[src/rtl/axil_selftest_pkg.sv]
// Shared types for the AXI4-Lite BRAM self-test: FSM states, AXI response codes
// and the generated test-pattern function.
package axil_selftest_pkg;

    typedef enum logic [2:0] {
        ST_IDLE,
        ST_WR_REQ,
        ST_WR_RESP,
        ST_WR_GAP,
        ST_RD_GAP,
        ST_RD_REQ,
        ST_RD_DATA,
        ST_DONE
    } state_t;

    localparam logic [1:0] RESP_OKAY   = 2'b00;
    localparam logic [1:0] RESP_SLVERR = 2'b10;

    // Computed at 64 bits; callers truncate to their data width, which keeps it mod 2^DATA_W.
    function automatic logic [63:0] pattern_word(input logic [63:0] seed,
                                                 input logic [63:0] step,
                                                 input logic [31:0] idx);
        return seed + step * {32'd0, idx};
    endfunction

endpackage

[src/rtl/axil_bram_selftest.sv]
// AXI4-Lite write-then-read-back self-test master; one transaction in flight, waits on every handshake.
// AXIL_SELFTEST_RESP_CHECK_EN: also count BRESP/RRESP != OKAY as errors.
module axil_bram_selftest
    import axil_selftest_pkg::*;
#(
    parameter int              ADDR_W       = 32,
    parameter int              DATA_W       = 32,
    parameter logic [ADDR_W-1:0] BASE_ADDR  = ADDR_W'(32'hA000_0000),
    parameter int              NUM_WORDS    = 16,
    parameter logic [31:0]     PATTERN_SEED = 32'h0123_4567,
    parameter logic [31:0]     PATTERN_STEP = 32'h89AB_CDEF,
    parameter int              GAP_CYCLES   = 2,
    localparam int             CW           = $clog2(2*NUM_WORDS+1)
) (
    input  logic                aclk,
    input  logic                aresetn,
    input  logic                start,
    output logic                busy,
    output logic                done,
    output logic                pass,
    output logic [CW-1:0]       err_count,
    output logic [ADDR_W-1:0]   first_err_addr,
    output logic [ADDR_W-1:0]   m_axil_awaddr,
    output logic [2:0]          m_axil_awprot,
    output logic                m_axil_awvalid,
    input  logic                m_axil_awready,
    output logic [DATA_W-1:0]   m_axil_wdata,
    output logic [DATA_W/8-1:0] m_axil_wstrb,
    output logic                m_axil_wvalid,
    input  logic                m_axil_wready,
    input  logic [1:0]          m_axil_bresp,
    input  logic                m_axil_bvalid,
    output logic                m_axil_bready,
    output logic [ADDR_W-1:0]   m_axil_araddr,
    output logic [2:0]          m_axil_arprot,
    output logic                m_axil_arvalid,
    input  logic                m_axil_arready,
    input  logic [DATA_W-1:0]   m_axil_rdata,
    input  logic [1:0]          m_axil_rresp,
    input  logic                m_axil_rvalid,
    output logic                m_axil_rready
);

    localparam int IW = $clog2(NUM_WORDS+1);
    localparam int GW = $clog2(GAP_CYCLES+2);

    state_t              state_q, state_d;
    logic [IW-1:0]       idx_q, idx_d;
    logic [GW-1:0]       gap_q, gap_d;
    logic                awvalid_q, awvalid_d, wvalid_q, wvalid_d, arvalid_q, arvalid_d;
    logic [ADDR_W-1:0]   awaddr_q, awaddr_d, araddr_q, araddr_d;
    logic [DATA_W-1:0]   wdata_q, wdata_d;
    logic [CW-1:0]       err_count_q, err_count_d;
    logic [ADDR_W-1:0]   first_err_addr_q, first_err_addr_d;

    logic                go_wr, go_rd, launch_wr, launch_rd, err_hit, rd_bad;
    logic [ADDR_W-1:0]   err_addr;

    function automatic logic [ADDR_W-1:0] word_addr(input logic [IW-1:0] i);
        return BASE_ADDR + ADDR_W'(i) * ADDR_W'(DATA_W/8);
    endfunction

    function automatic logic [DATA_W-1:0] word_data(input logic [IW-1:0] i);
        return DATA_W'(pattern_word(64'(PATTERN_SEED), 64'(PATTERN_STEP), 32'(i)));
    endfunction

    always_comb begin
        state_d          = state_q;
        idx_d            = idx_q;
        gap_d            = gap_q;
        awvalid_d        = awvalid_q;
        wvalid_d         = wvalid_q;
        arvalid_d        = arvalid_q;
        awaddr_d         = awaddr_q;
        wdata_d          = wdata_q;
        araddr_d         = araddr_q;
        err_count_d      = err_count_q;
        first_err_addr_d = first_err_addr_q;
        go_wr            = 1'b0;
        go_rd            = 1'b0;
        launch_wr        = 1'b0;
        launch_rd        = 1'b0;
        err_hit          = 1'b0;
        rd_bad           = 1'b0;
        err_addr         = '0;

        case (state_q)
            ST_IDLE, ST_DONE: begin
                if (start) begin
                    idx_d            = '0;
                    err_count_d      = '0;
                    first_err_addr_d = '0;
                    launch_wr        = 1'b1;
                end
            end
            ST_WR_REQ: begin
                awvalid_d = awvalid_q && !m_axil_awready;
                wvalid_d  = wvalid_q && !m_axil_wready;
                if ((!awvalid_q || m_axil_awready) && (!wvalid_q || m_axil_wready)) begin
                    state_d = ST_WR_RESP;
                end
            end
            ST_WR_RESP: begin
                if (m_axil_bvalid) begin
`ifdef AXIL_SELFTEST_RESP_CHECK_EN
                    if (m_axil_bresp != RESP_OKAY) begin
                        err_hit  = 1'b1;
                        err_addr = awaddr_q;
                    end
`endif
                    if (idx_q == IW'(NUM_WORDS-1)) begin
                        idx_d = '0;
                        go_rd = 1'b1;
                    end else begin
                        idx_d = idx_q + IW'(1);
                        go_wr = 1'b1;
                    end
                end
            end
            ST_WR_GAP, ST_RD_GAP: begin
                if (gap_q == GW'(GAP_CYCLES-1)) begin
                    launch_wr = (state_q == ST_WR_GAP);
                    launch_rd = (state_q == ST_RD_GAP);
                end else begin
                    gap_d = gap_q + GW'(1);
                end
            end
            ST_RD_REQ: begin
                if (m_axil_arready) begin
                    arvalid_d = 1'b0;
                    state_d   = ST_RD_DATA;
                end
            end
            ST_RD_DATA: begin
                if (m_axil_rvalid) begin
                    rd_bad = (m_axil_rdata != word_data(idx_q));
`ifdef AXIL_SELFTEST_RESP_CHECK_EN
                    rd_bad = rd_bad || (m_axil_rresp != RESP_OKAY);
`endif
                    if (rd_bad) begin
                        err_hit  = 1'b1;
                        err_addr = araddr_q;
                    end
                    if (idx_q == IW'(NUM_WORDS-1)) begin
                        state_d = ST_DONE;
                    end else begin
                        idx_d = idx_q + IW'(1);
                        go_rd = 1'b1;
                    end
                end
            end
            default: state_d = ST_IDLE;
        endcase

        // With no gap the next request is launched straight from the response state.
        if (go_wr || go_rd) begin
            if (GAP_CYCLES == 0) begin
                launch_wr = go_wr;
                launch_rd = go_rd;
            end else begin
                state_d = go_wr ? ST_WR_GAP : ST_RD_GAP;
                gap_d   = '0;
            end
        end

        if (err_hit) begin
            err_count_d = err_count_q + CW'(1);
            if (err_count_q == '0) begin
                first_err_addr_d = err_addr;
            end
        end

        if (launch_wr) begin
            state_d   = ST_WR_REQ;
            awvalid_d = 1'b1;
            wvalid_d  = 1'b1;
            awaddr_d  = word_addr(idx_d);
            wdata_d   = word_data(idx_d);
        end
        if (launch_rd) begin
            state_d   = ST_RD_REQ;
            arvalid_d = 1'b1;
            araddr_d  = word_addr(idx_d);
        end
    end

    always_ff @(posedge aclk or negedge aresetn) begin
        if (!aresetn) begin
            state_q          <= ST_IDLE;
            idx_q            <= '0;
            gap_q            <= '0;
            awvalid_q        <= 1'b0;
            wvalid_q         <= 1'b0;
            arvalid_q        <= 1'b0;
            awaddr_q         <= '0;
            wdata_q          <= '0;
            araddr_q         <= '0;
            err_count_q      <= '0;
            first_err_addr_q <= '0;
        end else begin
            state_q          <= state_d;
            idx_q            <= idx_d;
            gap_q            <= gap_d;
            awvalid_q        <= awvalid_d;
            wvalid_q         <= wvalid_d;
            arvalid_q        <= arvalid_d;
            awaddr_q         <= awaddr_d;
            wdata_q          <= wdata_d;
            araddr_q         <= araddr_d;
            err_count_q      <= err_count_d;
            first_err_addr_q <= first_err_addr_d;
        end
    end

`ifndef AXIL_SELFTEST_RESP_CHECK_EN
    logic unused_resp;
    assign unused_resp = ^{m_axil_bresp, m_axil_rresp};
`endif

    assign busy           = (state_q != ST_IDLE) && (state_q != ST_DONE);
    assign done           = (state_q == ST_DONE);
    assign pass           = done && (err_count_q == '0);
    assign err_count      = err_count_q;
    assign first_err_addr = first_err_addr_q;
    assign m_axil_awaddr  = awaddr_q;
    assign m_axil_awprot  = 3'b000;
    assign m_axil_awvalid = awvalid_q;
    assign m_axil_wdata   = wdata_q;
    assign m_axil_wstrb   = '1;
    assign m_axil_wvalid  = wvalid_q;
    assign m_axil_bready  = (state_q == ST_WR_RESP);
    assign m_axil_araddr  = araddr_q;
    assign m_axil_arprot  = 3'b000;
    assign m_axil_arvalid = arvalid_q;
    assign m_axil_rready  = (state_q == ST_RD_DATA);

endmodule

[config.mk]
export PLATFORM = sky130hd
export DESIGN_NAME = axil_bram_selftest
export DESIGN_NICKNAME = d
export VERILOG_FILES = /design/src/rtl/axil_selftest_pkg.sv /design/src/rtl/axil_bram_selftest.sv
export SDC_FILE = /design/constraint.sdc
export NUM_CORES = 1
export LEC_CHECK = 0
export BUFFER_PORTS_ARGS = -buffer_cell sky130_fd_sc_hd__buf_2
export CORE_ASPECT_RATIO = 0.8
export CORE_MARGIN = 3
export CORE_UTILIZATION = 40
export CTS_CLUSTER_DIAMETER = 60
export DETAILED_ROUTE_END_ITERATION = 6
export PLACE_DENSITY = 0.65
export SYNTH_ARGS = -nofsm -noshare
export SYNTH_HDL_FRONTEND = slang
export SYNTH_SLANG_ARGS = --single-unit
[constraint.sdc]
create_clock -name aclk -period 11.3 [get_ports aclk]
set_input_delay 2.26 -clock aclk [delete_from_list [all_inputs] [get_ports aclk]]
set_output_delay 2.26 -clock aclk [all_outputs]
set_load 0.02 [all_outputs]
== Word level (Yosys, flattened, before mapping) ==
Cells that the tools add are included.
Widths: inputs -> output; s select.

* Add/subtract/negate cells: 6
* $mul: 2
* Equality and inequality tests: 16
* Multiplexer cells: 50
* Reductions and logical operators: 28

{| class="wikitable"
|+ Operators by type and width
! operator !! number
|-
| $mux 32 || 7
|-
| $add 25x32->32 const A || 2
|-
| $mul 32x5->32 const A || 2
|-
| $add 32x7->32 const A || 1
|-
| $ne 32x32->1 || 1
|-
| $mux 5 || 5
|-
| $mux 3 || 8
|-
| $mux 1 || 20
|-
| $mux 6 || 3
|-
| $pmux 5 s3 || 1
|-
| $eq 3x3->1 const B || 4
|-
| $reduce_bool 2->1 || 6
|-
| $ne 5x5->1 const B || 2
|-
| $pmux 3 s3 || 1
|-
| $add 6x1->6 const B || 1
|-
| $eq 3x2->1 const B || 2
|-
| $logic_not 6->1 || 1
|-
| $mux 2 || 3
|-
| $reduce_and 2->1 || 3
|-
| $reduce_bool 6->1 || 1
|-
| $add 5x1->5 const B || 1
|-
| $eq 5x4->1 const B || 1
|-
| $logic_and 1x1->1 || 5
|-
| $ne 5x1->1 const B || 1
|-
| 13 further kinds || 20
|}

* Register bits after elaboration: 147
* Input port bits: 44
* Output and inout bits: 152
* Logic and storage cells: 113

== Longest topological paths before layout ==
* Depth in word-level cells: 8
* Gate-level depth with buffers: 28
* Gate-level depth less buffers: 26

== Worst setup path after synthesis ==
OpenSTA, ideal clock, no wires.

* Path kind: input-to-reg
* From: input port start
* To: register wdata_q[30] (netlist: m_axil_wdata[30])
* Library setup time: 0.130 ns
* Arrival time: 8.713 ns
* Slack: 2.457 ns
* Stages on the path: 22
* Buffers on the path: 1
* Cell sequence: nor2b_1 nor2_1 o31ai_1 inv_1 fa_1 inv_1 fa_1 inv_1 fa_1 inv_1 ha_1 clkbuf_1 nand2_1 nor3_1 o41ai_1 or4b_1 nand3b_1 a31oi_1 or4_1 a31oi_1 xor2_1 o21ai_1

* Cells in the longest elaborated chain, start to end: 4

{| class="wikitable"
|+ RTL lines
! element !! RTL line !! RTL
|-
| start, declared || axil_bram_selftest.sv:17 || <nowiki>input logic start,</nowiki>
|-
| $mux 5 || axil_bram_selftest.sv:89 || <nowiki>if (start) begin</nowiki>
|-
| $pmux 5 s3 || axil_bram_selftest.sv:87 || <nowiki>case (state_q)</nowiki>
|-
| net idx_d[3] || axil_bram_selftest.sv:48 || <nowiki>logic [IW-1:0] idx_q, idx_d;</nowiki>
|-
| $mul 32x5->32 || axil_selftest_pkg.sv:23 || <nowiki>return seed + step * {32'd0, idx};</nowiki>
|-
| $add 25x32->32 || axil_selftest_pkg.sv:23 ||
|-
| end signal, assigned || axil_bram_selftest.sv:208 || <nowiki>wdata_q <= wdata_d;</nowiki>
|-
| end, declared || axil_bram_selftest.sv:52 || <nowiki>logic [DATA_W-1:0] wdata_q, wdata_d;</nowiki>
|}

The timed path passes the listed nets, and every way through them passes these cells.
A chain may end at the register's enable or synchronous reset.

== Worst setup path after layout ==
Same ends and word-level chain as after synthesis.

==> results.md <==
GRT:
- The global-route total usage across every layer is 19.3%.
- The via count of the first global-routing pass is roughly 8000.
- The first global-routing pass estimated approximately 43000 µm of wire.
- The initial antenna violation count is 2.
- Entering global routing, the biggest net connects 70 pins.
- The overflow left after global routing is 0.

Logic synthesis:
- The gate count after technology mapping is between 1000 and 1500.
- The mapped netlist covers 10400 µm².
- The mean cell area of the mapped netlist is 8.72 µm².
- The fraction of registers with async set or reset after synthesis is 100%.
- In this run, distinct cell masters in the synthesized netlist total 74.
- For this run, the number of Yosys warnings is 0.
- The number of flops mapped to enable cells by yosys is 0.
- In the synthesized netlist the dominant register cell turns out to be sky130_fd_sc_hd__dfrtp_1.
- In this run, synthesis produced a sequential element count of 95.
- The sequential share of the synthesized area is a little under a quarter.

Detailed routing:
- The detailed-route DRC error count is 0.
- After detailed routing, the number of vias per cell comes to 5.21.
- The first routing iteration left roughly 650 violations.
- The routed length per placed instance is ~17 µm.
- The routed design has 27500 µm of wire.
- The number of search-and-repair iterations in the first detailed-routing pass is 5.
- Detailed routing inserted a total of around 8700 vias.
- The antenna violation net count after detailed routing is 0.

Place:
- Detailed placement ended at an HPWL of 22200 µm.
- The final estimated routing congestion in global placement is 0.964.
- Input and output buffers added on the ports amount to 131.

Floorplanning:
- The initialized floorplan defines 52 standard-cell rows.
- The initial core utilization is just over 40%.
- The die boundary height is approximately 150 µm.
- The width of the chip is around 190 µm.
- The I/O pin count is 196.
- The area of the placeable core is 25400 µm².
- The die covers around 28000 µm².

Outcome:
- The run finished with clean final reports.

Worst setup path:
- The critical path in this run is classified as input port to flip-flop.
- The critical path arrival is roughly 8.6 ns.
- Data on the critical path is required at its endpoint by roughly 12 ns.
- The worst setup path is captured at a flip-flop.
- The worst stage delay on the critical path is between 0.6 and 0.7 ns.
- The cell seen most often among critical-path stages is sky130_fd_sc_hd__inv_1.
- The maximum fanout along the worst path is 10.
- The critical path goes through buf_2 > nor2b_1 > nor2_1 > o21ai_1 > inv_1 > fa_1 > inv_1 > fa_1 > inv_1 > fa_1 > inv_1 > ha_1 > nand2_1 > nor3_1 > o41ai_1 > or4b_1 > nand3b_1 > a31oi_1 > or4_1 > a31oi_1 > xor2_1 > o21ai_1.
- The startpoint type of the worst setup path is an input port.
- The slowest stage of the critical path belongs to the cell sky130_fd_sc_hd__fa_1.

Cells and area:
- The leading cell type in the layout, fill and taps excluded is sky130_fd_sc_hd__ha_1.
- At the end of the flow, the number of nets in the layout was about 1500.
- The area growth from synthesis to layout is 10.3%.
- The number of antenna diodes in the final layout is 0.
- Cells with a size suffix above 1 make up 13.2% of the layout.
- In the layout the commonest cells are 132 x sky130_fd_sc_hd__ha_1, 130 x sky130_fd_sc_hd__buf_2, 121 x sky130_fd_sc_hd__inv_1.

Clock network:
- The clock latency on the worst-skew pair is 0.35 ns.
- Post-CTS timing repair inserted 0 buffers for setup.
- Clock-pin slew was measured on the worst setup and hold paths at roughly 0.080 ns.
- The CTS buffer count is 9.
- The count of instances resized after the clock tree is built is 0.
- Hold repair after CTS inserted 0 buffers.
- The clock passes through at most 2 buffers.
- The clock tree from TritonCTS is built.
- CTS placed an instance of sky130_fd_sc_hd__clkbuf_16 at the clock tree root.
- The count of H-tree levels built during CTS is 3.
- CTS saw 95 sinks.

STA:
- Setup violations remaining at the end of the flow were counted as 0.
- The share of the cycle needed by the critical path after routing is between 70% and 80%.
- The total count of max-transition violations in the final report came to 0.
- Setup repair after global routing left no endpoint under its margin.
- Measured against its own limit, the worst slew margin works out to 37.9%.
- The hold violation count in the final report came to 0.
- Across the routed clock network, the largest skew measured is between 0.01 and 0.015 ns.
- The timing-limited maximum frequency is 119 MHz.
- At the pin with the least slew margin, the transition time is 0.919 ns.
- After layout, the minimum clock period comes to 8.37 ns.
- For the final routed database, the setup TNS stands at 0 ns.

Run:
- The total of max-cap violations is 0.

Hold path:
- The kind of path behind the tightest hold check is flip-flop to flip-flop.
[metal layers]
| metal | wire length [µm] | track usage [%] |
|---|---|---|
| met1 | 13900 | 30.9 |
| met2 | 11600 | 27.4 |
| met3 | 1780 | 3.31 |
| met4 | 224 | 2.75 |
| met5 | 21 | 0 |
[worst paths after layout]
check | startpoint | end | slack (ns) | cells past startpoint
setup / recovery | start | m_axil_wdata[30]$_DFFE_PN0P_ | 2.93 | 22
hold / removal | m_axil_wdata[11]$_DFFE_PN0P_ | m_axil_wdata[11]$_DFFE_PN0P_ | 0.48 | 2
setup reg to reg | idx_q[0]$_DFF_PN0_ | m_axil_wdata[30]$_DFFE_PN0P_ | 3.11 | 26
hold reg to reg | m_axil_wdata[11]$_DFFE_PN0P_ | m_axil_wdata[11]$_DFFE_PN0P_ | 0.48 | 2
max in group asynchronous | aresetn | m_axil_wdata[3]$_DFFE_PN0P_ | 8.26 | 2
min in group asynchronous | aresetn | first_err_addr[25]$_DFF_PN0_ | 1.81 | 1
[cell families after synthesis]
family | count (synthesis) | synth area share (%)
AO/OA/AOI/OAI | 269 | 16.5
XOR/XNOR | 69 | 5.94
adder cells (fa/ha/maj) | 190 | 27.0
buffers and inverters | 215 | 10.3
flip-flops | 95 | 22.9
multiplexers | 13 | 1.28
other | 2 | 0.0722
AND/OR/NAND/NOR | 340 | 16.0
[Yosys cell counts, drive strengths merged, types with 19 or more instances]
library cell,count,area [µm²]
a21o,19,143
a21oi,79,414
and2,32,200
buf,78,558
dfrtp,95,2380
fa,58,1160
ha,132,1650
inv,121,454
nand2,103,389
nand3,21,105
nor2,80,300
nor3,20,105
o21ai,69,349
xnor2,41,359
xor2,27,236
[critical path, delay by kind of cell]
| kind | cells | cell delay (ns) |
|---|---|---|
| xor+xnor | 1 | 0.16 |
| compound gates | 5 | 1.42 |
| fa+ha+maj | 4 | 2.05 |
| buf+inv | 5 | 0.69 |
| simple gates | 7 | 2.02 |
[state kept, by name, summed over array words and instances (netlist names), 2 cells and up]
register and flops:
m_axil_araddr 6, first_err_addr 32, gap_q 2, m_axil_awaddr 6, state_q 3, m_axil_wdata 32, err_count 6, idx_q 5
[final cells by class]
cell class	count	area, µm²
repair buffers	139	718
fillers	2530	14000
clock buffers	9	225
well taps	351	439
clock inverters	7	83.8
inverters	121	454
flip-flops and latches	95	2380
multi-input cells	941	7170
[per-stage QoR]
stage	area [µm²]	hold slack (ns)	util [%]	std cells	setup slack, ns
finish	11500	0.476	45.1	1663	2.93
global placement	11200	0.453	43.9	1647	2.72
detailed placement	11200	0.460	43.9	1647	2.67
floorplan	10600	0.516	-	1251	2.46
CTS	11500	0.484	45.1	1663	3.00
global route	11500	0.494	45.1	1663	2.42
Power is left out: the tool's default activity adds up to more than one toggle a clock period on the data nets, which glitch-free logic cannot reach.
